## src/rtl/alu_arbiter.sv

```systemverilog
// Two-requester round-robin front end to a single shared ALU. The result sits in
// one output register that can be drained and refilled on the same edge.
module alu_arbiter #(
  parameter int WIDTH = 32
) (
  input  logic             clk,
  input  logic             rst_n,
  input  logic             req0_valid,
  output logic             req0_ready,
  input  logic [2:0]       req0_op,
  input  logic [WIDTH-1:0] req0_a,
  input  logic [WIDTH-1:0] req0_b,
  input  logic             req1_valid,
  output logic             req1_ready,
  input  logic [2:0]       req1_op,
  input  logic [WIDTH-1:0] req1_a,
  input  logic [WIDTH-1:0] req1_b,
  output logic             res_valid,
  input  logic             res_ready,
  output logic [WIDTH-1:0] res_data,
  output logic             res_id,
  output logic             res_zero
);

  typedef enum logic {
    EMPTY = 1'b0,
    FULL  = 1'b1
  } state_t;

  state_t           state_reg;
  logic             last_id_reg;
  logic [WIDTH-1:0] res_data_reg;
  logic             res_id_reg;
  logic             res_zero_reg;

  logic [1:0]       valid_vec;
  logic [1:0]       ready_vec;
  logic [2:0]       op_arr [2];
  logic [WIDTH-1:0] a_arr  [2];
  logic [WIDTH-1:0] b_arr  [2];

  logic             can_accept;
  logic             accept;
  logic             grant_id;
  logic [2:0]       op_sel;
  logic [WIDTH-1:0] a_sel;
  logic [WIDTH-1:0] b_sel;
  logic [WIDTH-1:0] alu_next;

  assign valid_vec = {req1_valid, req0_valid};
  assign op_arr[0] = req0_op;
  assign op_arr[1] = req1_op;
  assign a_arr[0]  = req0_a;
  assign a_arr[1]  = req1_a;
  assign b_arr[0]  = req0_b;
  assign b_arr[1]  = req1_b;

  // rst_n gates the handshake so nothing is offered while reset is held.
  assign can_accept = rst_n && ((state_reg == EMPTY) || res_ready);
  assign accept     = can_accept && (|valid_vec);

  always_comb begin
    grant_id = 1'b0;
    if (valid_vec == 2'b11) begin
      grant_id = ~last_id_reg;
    end else if (valid_vec[1]) begin
      grant_id = 1'b1;
    end
  end

  genvar gi;
  generate
    for (gi = 0; gi < 2; gi++) begin : g_ready
      assign ready_vec[gi] = accept && (grant_id == 1'(gi));
    end
  endgenerate

  assign req0_ready = ready_vec[0];
  assign req1_ready = ready_vec[1];

  assign op_sel = op_arr[grant_id];
  assign a_sel  = a_arr[grant_id];
  assign b_sel  = b_arr[grant_id];

  always_comb begin
    alu_next = '0;
    case (op_sel)
      3'd0:    alu_next = ~a_sel;
      3'd1:    alu_next = a_sel & b_sel;
      3'd2:    alu_next = a_sel | b_sel;
      3'd3:    alu_next = a_sel ^ b_sel;
      3'd4:    alu_next = a_sel + b_sel;
      3'd5:    alu_next = a_sel - b_sel;
      3'd6:    alu_next = {{(WIDTH-1){1'b0}}, ($signed(a_sel) < $signed(b_sel))};
      default: alu_next = a_sel;
    endcase
  end

  // last_id only moves on acceptance, so idle cycles keep the current priority.
  always_ff @(posedge clk or negedge rst_n) begin
    if (!rst_n) begin
      state_reg    <= EMPTY;
      res_data_reg <= '0;
      res_id_reg   <= 1'b0;
      res_zero_reg <= 1'b1;
      last_id_reg  <= 1'b1;
    end else if (accept) begin
      state_reg    <= FULL;
      res_data_reg <= alu_next;
      res_id_reg   <= grant_id;
      res_zero_reg <= (alu_next == '0);
      last_id_reg  <= grant_id;
    end else if (res_ready) begin
      state_reg    <= EMPTY;
    end
  end

  assign res_valid = (state_reg == FULL);
  assign res_data  = res_data_reg;
  assign res_id    = res_id_reg;
  assign res_zero  = res_zero_reg;

endmodule

```

## config.mk

```make
export PLATFORM = sky130hd
export DESIGN_NAME = alu_arbiter
export DESIGN_NICKNAME = d
export VERILOG_FILES = /design/src/rtl/alu_arbiter.sv
export SDC_FILE = /design/constraint.sdc
export NUM_CORES = 1
export LEC_CHECK = 0
export CELL_PAD_IN_SITES_DETAIL_PLACEMENT = 2
export CELL_PAD_IN_SITES_GLOBAL_PLACEMENT = 2
export CORE_ASPECT_RATIO = 1.1
export CORE_MARGIN = 8
export CORE_UTILIZATION = 36
export DETAILED_ROUTE_END_ITERATION = 16
export DONT_BUFFER_PORTS = 1
export PLACE_DENSITY = 0.93
export REMOVE_ABC_BUFFERS = 1
export SETUP_SLACK_MARGIN = 0.1
export SYNTH_ARGS = -nofsm -noshare
export SYNTH_HDL_FRONTEND = slang
export SYNTH_SLANG_ARGS = --single-unit
```

## constraint.sdc

```tcl
create_clock -name clk -period 7.9 [get_ports clk]
set_input_delay 0.79 -clock clk [delete_from_list [all_inputs] [get_ports clk]]
set_output_delay 0.79 -clock clk [all_outputs]
set_load 0.005 [all_outputs]
```

==> results_dict.tcl, run 1 <==
set metrics [dict create \
    cts_setup_buffers 0 \
    synth_area_leaders "ha_1 14%, dfrtp_1 9.6%, nand2_1 9.5%, a21oi_1 5.8%, o21ai_0 4.6%" \
    cpMaxStageDelayCell "o41ai_2" \
    htree_levels 2 \
    drtIter0Drc 699 \
    yosysSeqAreaShare_pct 10.2 \
    hold_class "input pin to async pin" \
    hpwlAfterDp_um 34600 \
    crit_path_start_kind "flop" \
    top_layer_used "met4" \
    wl_met1_um 17800 \
    die_x_um 165 \
    grt_pass1_wl_um 67300 \
    worstPathRequired_ps 8110 \
    ys_seq_elements 36 \
    synth-edff-count 0 \
    yosys.area.top_type_share_pct 14.3 \
    crit_path_frequent_cell "o41ai_2" \
    clockRootBuffer "clkbuf_16" \
    syn_inst 1309 \
    tns_ps 0 \
    r2r_slack_ps 1570 \
    cp_num_cells 16 \
    numPortBuffers 0 \
    start_util_pct 36.3 \
    ir_worst_vdd_v 0.0000746 \
    p_leak_nw 4.17 \
    critPathArrivalTime_ps 6550 \
    period_minus_slack_ps 6330 \
    viasPerCell 6.65 \
    crit_chain "a21bo_4 -> buf_4 -> mux2i_1 -> inv_1 -> fa_1 -> nor2b_1 -> o311ai_1 -> a211oi_1 -> o41ai_2 -> o31ai_1 -> xnor2_1 -> a221o_1 -> a2111o_1 -> nor4_2 -> nand3_1 -> o41ai_2" \
    ant_nets 0 \
    met3_length_um 3280 \
    drv_slew 0 \
    finalSetupViolCount 0 \
    syn_area_um2 8840 \
    die-area_um2 29800 \
    layout-drive-gt1-share_pct 5.66 \
    relSlewSlack_pct 26.2 \
    ctsHoldBuffers 0 \
    skew_ps 4.70 \
    io-pin-count 176 \
    synth-async-reset-ratio_pct 100 \
    rr_worst_depth 16 \
    r2r-start "last_id_reg$_DFFE_PN1P_" \
    cp_max_fo 38 \
    grtUsageTotal_pct 29.0 \
    holdWs_ps 173 \
    final_nets 1495 \
    clkTransAtPathRegs_ps 80 \
    hold_viol_final 0 \
    ys_warn_count 0 \
    startpoint "last_id_reg$_DFFE_PN1P_" \
    syn_to_final_growth_pct 4.54 \
    outcome "completed" \
    yosys.area.top_type "ha_1" \
    insertion_delay_ps 300 \
    synth_ff_type "dfrtp_1" \
    fmax_mhz 158 \
    grt_max_degree 48 \
    die_h_um 180 \
    maxCapViolCount 0 \
    max_stage_delay_ps 650 \
    route.detailed.drc 0 \
    cts_inserted_buffers 5 \
    post-route-period-util_pct 80.2 \
    endpoint_kind "flop" \
    rows 60 \
    synth.distinct_cells 89 \
    critPathKind "flop to flop" \
    clock_sinks 36 \
    dr_wl_met2_um 21100 \
    grt-ovfl-total 0 \
    cts_resized 0 \
    pwr_density_cell_nw_per_um2 181 \
    first_pass_iters 5 \
    grt_pass1_vias 11543 \
    cts_tree "yes" \
    final_cell_mix "223 x nand2_1, 101 x a21oi_1, 101 x ha_1" \
    largest_reg_flops 32 \
    routedWlPerCell_um 28.3 \
    coreArea_um2 24300 \
    synth_area_per_cell_um2 6.75 \
    antenna_found_initial 0 \
    vias 10407 \
    cp_top_family "compound AO/OA/AOI/OAI gates" \
    path_buf_inv 2 \
    routed_wl_um 44300 \
    clock_path_buffers 2 \
    tightest_slew_ps 1080 \
    antennaDiodeCount 0 \
    rsz0062_at_grt "no" \
    mostFrequentLayoutCell "nand2_1" \
    gp_congestion 0.998 \
    fin_total_pwr_mw 1.67 \
]
## synthesized netlist by cell type, types with 6 or more instances
| master | count |
|---|---|
| a22oi_1 | 7 |
| o31ai_1 | 19 |
| nor2_1 | 94 |
| o21a_1 | 16 |
| o2111ai_1 | 9 |
| and2_1 | 13 |
| a2111oi_0 | 8 |
| nand3_1 | 20 |
| a21o_1 | 17 |
| mux2i_1 | 37 |
| o311ai_0 | 6 |
| or2_2 | 7 |
| nand2b_1 | 9 |
| inv_1 | 99 |
| o21ai_0 | 81 |
| nand4_1 | 13 |
| xnor2_1 | 12 |
| a31oi_1 | 12 |
| nor4_1 | 12 |
| a221o_1 | 7 |
| o31a_1 | 7 |
| nor3b_1 | 8 |
| ha_1 | 101 |
| buf_1 | 12 |
| nor2b_1 | 15 |
| or3_1 | 12 |
| buf_2 | 17 |
| o221ai_1 | 11 |
| a211oi_1 | 26 |
| nand2_1 | 223 |
| a21oi_1 | 102 |
| o211ai_1 | 18 |
| nand3b_1 | 7 |
| nor3_1 | 31 |
| a211o_1 | 9 |
| dfrtp_1 | 34 |
| mux2_2 | 9 |
| clkbuf_1 | 51 |
| o211a_1 | 6 |
| a221oi_1 | 18 |
## cells by family after synthesis
logic type	Yosys count	share of synthesized area, %
compound gates	442	34.6
xor+xnor	13	1.29
fa+ha+maj	103	14.7
buf+inv	187	8.52
flops	36	10.2
mux	50	6.04
simple gates	478	24.6
## worst paths after layout
path	end
worst max-delay path	res_zero$_DFFE_PN1P_
worst min-delay path	res_data[24]$_DFFE_PN0P_
worst max register to register	res_zero$_DFFE_PN1P_
worst min register to register	res_data[12]$_DFFE_PN0P_
max in group asynchronous	res_zero$_DFFE_PN1P_
min in group clk	res_data[12]$_DFFE_PN0P_
## metal layers
layer | vias to the layer above | track usage, %
li1 | 4636 | -
met2 | 431 | 49.2
met4 | 0 | 14.2
met5 | - | 0
met3 | 125 | 5.23
met1 | 5215 | 34.3
## final cells by class
| cell class | instances | area, um2 |
|---|---|---|
| Clock buffer | 5 | 125 |
| Inverter | 103 | 387 |
| Tap cell | 310 | 388 |
| Clock inverter | 3 | 42.5 |
| Fill cell | 2972 | 15100 |
| Sequential cell | 36 | 903 |
| Multi-Input combinational cell | 1086 | 7240 |
| Timing Repair Buffer | 21 | 158 |
## where the power goes
group          internal, mW  switching [mW]  total (mW)
Sequential            0.236          0.0482       0.284
Clock                 0.149           0.110       0.259
Combinational         0.373           0.753        1.13
Total                 0.758           0.911        1.67
## through the flow
stage	utilization [%]	cells	area (um2)	setup slack, ps
after detailed placement	37.3	1556	9070	1500
after floorplan	-	1225	8470	861
after CTS	38.0	1564	9240	1700
after global routing	38.0	1564	9240	1460
final	38.0	1564	9240	1570
after global placement	37.3	1556	9070	1760
No activity file was read; power rests on OpenSTA's default activity.
==> run 2: changes to the inputs <==
Settings changed: ABC_AREA set to 1, CORE_UTILIZATION 36 to 30, PLACE_DENSITY 0.93 to 0.91.
Clock period 7.9 ns to 5.7 ns, I/O delays scaled along.
==> results_dict.tcl, run 2 <==
set metrics [dict create \
    outcome "completed" \
    yosysSeqAreaShare_pct 9.75 \
    clockRootBuffer "clkbuf_16" \
    startpoint "last_id_reg$_DFFE_PN1P_" \
    io-pin-count 176 \
    worstPathRequired_ps 5930 \
    viasPerCell 5.28 \
    finalSetupViolCount 0 \
    vias 11104 \
    grt_max_degree 49 \
    maxCapViolCount 0 \
    start_util_pct 30.5 \
    ys_seq_elements 36 \
    fmax_mhz 225 \
    cts_inserted_buffers 5 \
    cp_max_fo 33 \
    hold_viol_final 0 \
    grt-ovfl-total 0 \
    crit_end "res_zero$_DFFE_PN1P_" \
    synth_ff_type "dfrtp_1" \
    syn_inst 1736 \
    ir_worst_vdd_v 0.000149 \
    clock_path_buffers 2 \
    holdWs_ps 119 \
    syn_area_um2 9270 \
    clkTransAtPathRegs_ps 60 \
    final_util_pct 31.7 \
    net-switching-power_mw 1.43 \
    crit_path_start_kind "flop" \
    stdcell_count 2105 \
    tightest_slew_ps 1110 \
    largest_reg_flops 32 \
    endpoint_kind "flop" \
    route.detailed.drc 0 \
    synth_common_cells "580 x nand2_1, 278 x inv_1, 201 x nor2_1, 145 x nand3_1, 101 x ha_1" \
    post-route-period-util_pct 77.9 \
    fin_area_um2 9640 \
    rsz0062_at_grt "no" \
    cts_tree "yes" \
    die_x_um 184 \
    dp_cells 2095 \
    fin_total_pwr_mw 2.42 \
    combPwrFrac_pct 70.6 \
    synth_area_per_cell_um2 5.34 \
    die-area_um2 36800 \
    htree_levels 2 \
    p_seq_share_pct 16.2 \
    antenna_found_initial 1 \
    grt_pass1_wl_um 71900 \
    final_cell_mix "580 x nand2_1, 278 x inv_1, 200 x nor2_1" \
    rows 67 \
    yosys.area.top_type "nand2_1" \
    place_area_um2 9450 \
    period_minus_slack_ps 4440 \
    synth-edff-count 0 \
    fin_ws_ps 1260 \
    synth.distinct_cells 47 \
    gp_congestion 0.949 \
    ant_nets 0 \
    p_int_mw 0.989 \
    r2r_slack_ps 1260 \
    p_leak_nw 5.34 \
    layout-drive-gt1-share_pct 4.20 \
    grtUsageTotal_pct 24.8 \
    worstReg2RegEnd "res_zero$_DFFE_PN1P_" \
    r2r-start "last_id_reg$_DFFE_PN1P_" \
    routedWlPerCell_um 22.0 \
    dpl_worst_slack_ps 1310 \
    final_nets 1931 \
    drv_slew 0 \
    mostFrequentLayoutCell "nand2_1" \
    syn_to_final_growth_pct 4.06 \
    numPortBuffers 0 \
    clockPowerShare_pct 13.2 \
    coreArea_um2 30400 \
    pwr_density_cell_nw_per_um2 251 \
    grt_pass1_vias 12614 \
    rr_worst_depth 23 \
    critPathKind "flop to flop" \
    yosys.area.top_type_share_pct 23.5 \
    relSlewSlack_pct 25.6 \
    die_h_um 200 \
    swShare_pct 59.1 \
    synth_area_leaders "nand2_1 23%, ha_1 14%, inv_1 11%, dfrtp_1 9.2%, nor2_1 8.1%" \
    critPathArrivalTime_ps 4670 \
    ys_warn_count 0 \
    insertion_delay_ps 290 \
    multi_input_area_um2 6900 \
    synth-async-reset-ratio_pct 100 \
    tns_ps 0 \
    yosys.cell_count.top_type "nand2_1" \
    fill_cells 4041 \
    ff_latch_area_um2 903 \
    clock_sinks 36 \
    routed_wl_um 46400 \
    first_pass_iters 6 \
    hpwlAfterDp_um 38600 \
    hold_class "input pin to async pin" \
    skew_ps 4.98 \
    drtIter0Drc 546 \
]
[run 2: cell type report]
| type | instances | area share, % |
|---|---|---|
| Clock inverter | 3 | 0.441 |
| Inverter | 286 | 11.2 |
| Timing Repair Buffer | 8 | 0.753 |
| Sequential cell | 36 | 9.37 |
| Antenna cell | 1 | 0.0260 |
| Tap cell | 414 | 5.37 |
| Clock buffer | 5 | 1.30 |
| Multi-Input combinational cell | 1352 | 71.6 |
[run 2: what timing repair did]
item                      4_1_cts  5_1_grt
buffers inserted                0        0
hold endpoints to repair       34        0
gates resized for setup         0        0
hold buffers                    1        0
[run 2: worst min path at each step]
stage / cells after the start / from / slack (ps) / endpoint
final: 1 / rst_n / 120 / res_data[3]$_DFFE_PN0P_
after global routing: 0 / rst_n / 110 / res_zero$_DFFE_PN1P_
after CTS: 0 / rst_n / 110 / last_id_reg$_DFFE_PN1P_
after detailed placement: 0 / rst_n / 280 / res_data[5]$_DFFE_PN0P_
after global placement: 0 / rst_n / 280 / res_data[5]$_DFFE_PN0P_
after floorplan: 0 / rst_n / 270 / res_data[0]$_DFFE_PN0P_
[run 2: critical path, stage by stage (launching register included)]
cell	delay, ps
dfstp_2	540
nand2_2	70
nand2_4	200
inv_4	220
or2_0	270
o21ai_0	180
inv_1	150
ha_1	280
fa_1	540
nand3_1	130
nand3_1	200
nand2_1	170
nand2_1	100
nand2_1	80
nand2_1	120
a21oi_1	280
nand2_1	90
nand3_1	90
nand4_1	180
nor2_1	160
nand2_1	100
nor2_1	110
nand2_1	60
nand2_1	60
[run 2: metal layers]
layer / global-route usage (%) / vias to the layer above / share of wire [%]
met3: 2.39 / 109 / 2.8
met4: 12.9 / 0 / 5.7
met2: 46.8 / 244 / 52
li1: - / 5302 / -
met1: 26.8 / 5449 / 40
met5: 0 / - / 0
[run 2: cells by family (layout without fill, tap and decap cells)]
family          after synthesis  after routing  synth area share [%]
other cells                   0              1                     0
xor+xnor                      6              6                 0.567
compound gates              216            216                  13.0
buf+inv                     348            302                  15.8
flops                        36             36                  9.75
fa+ha+maj                   103            103                  14.1
simple gates               1027           1027                  46.8
[run 2: power by group through the flow]
stage / sequential [mW] / combinational, mW / clock (mW)
after CTS: 0.396 / 1.70 / 0.326
after global routing: 0.399 / 1.89 / 0.338
after global placement: 0.398 / 1.60 / 0
after detailed placement: 0.399 / 1.68 / 0
final: 0.391 / 1.71 / 0.320
after floorplan: 0.370 / 1.10 / 0
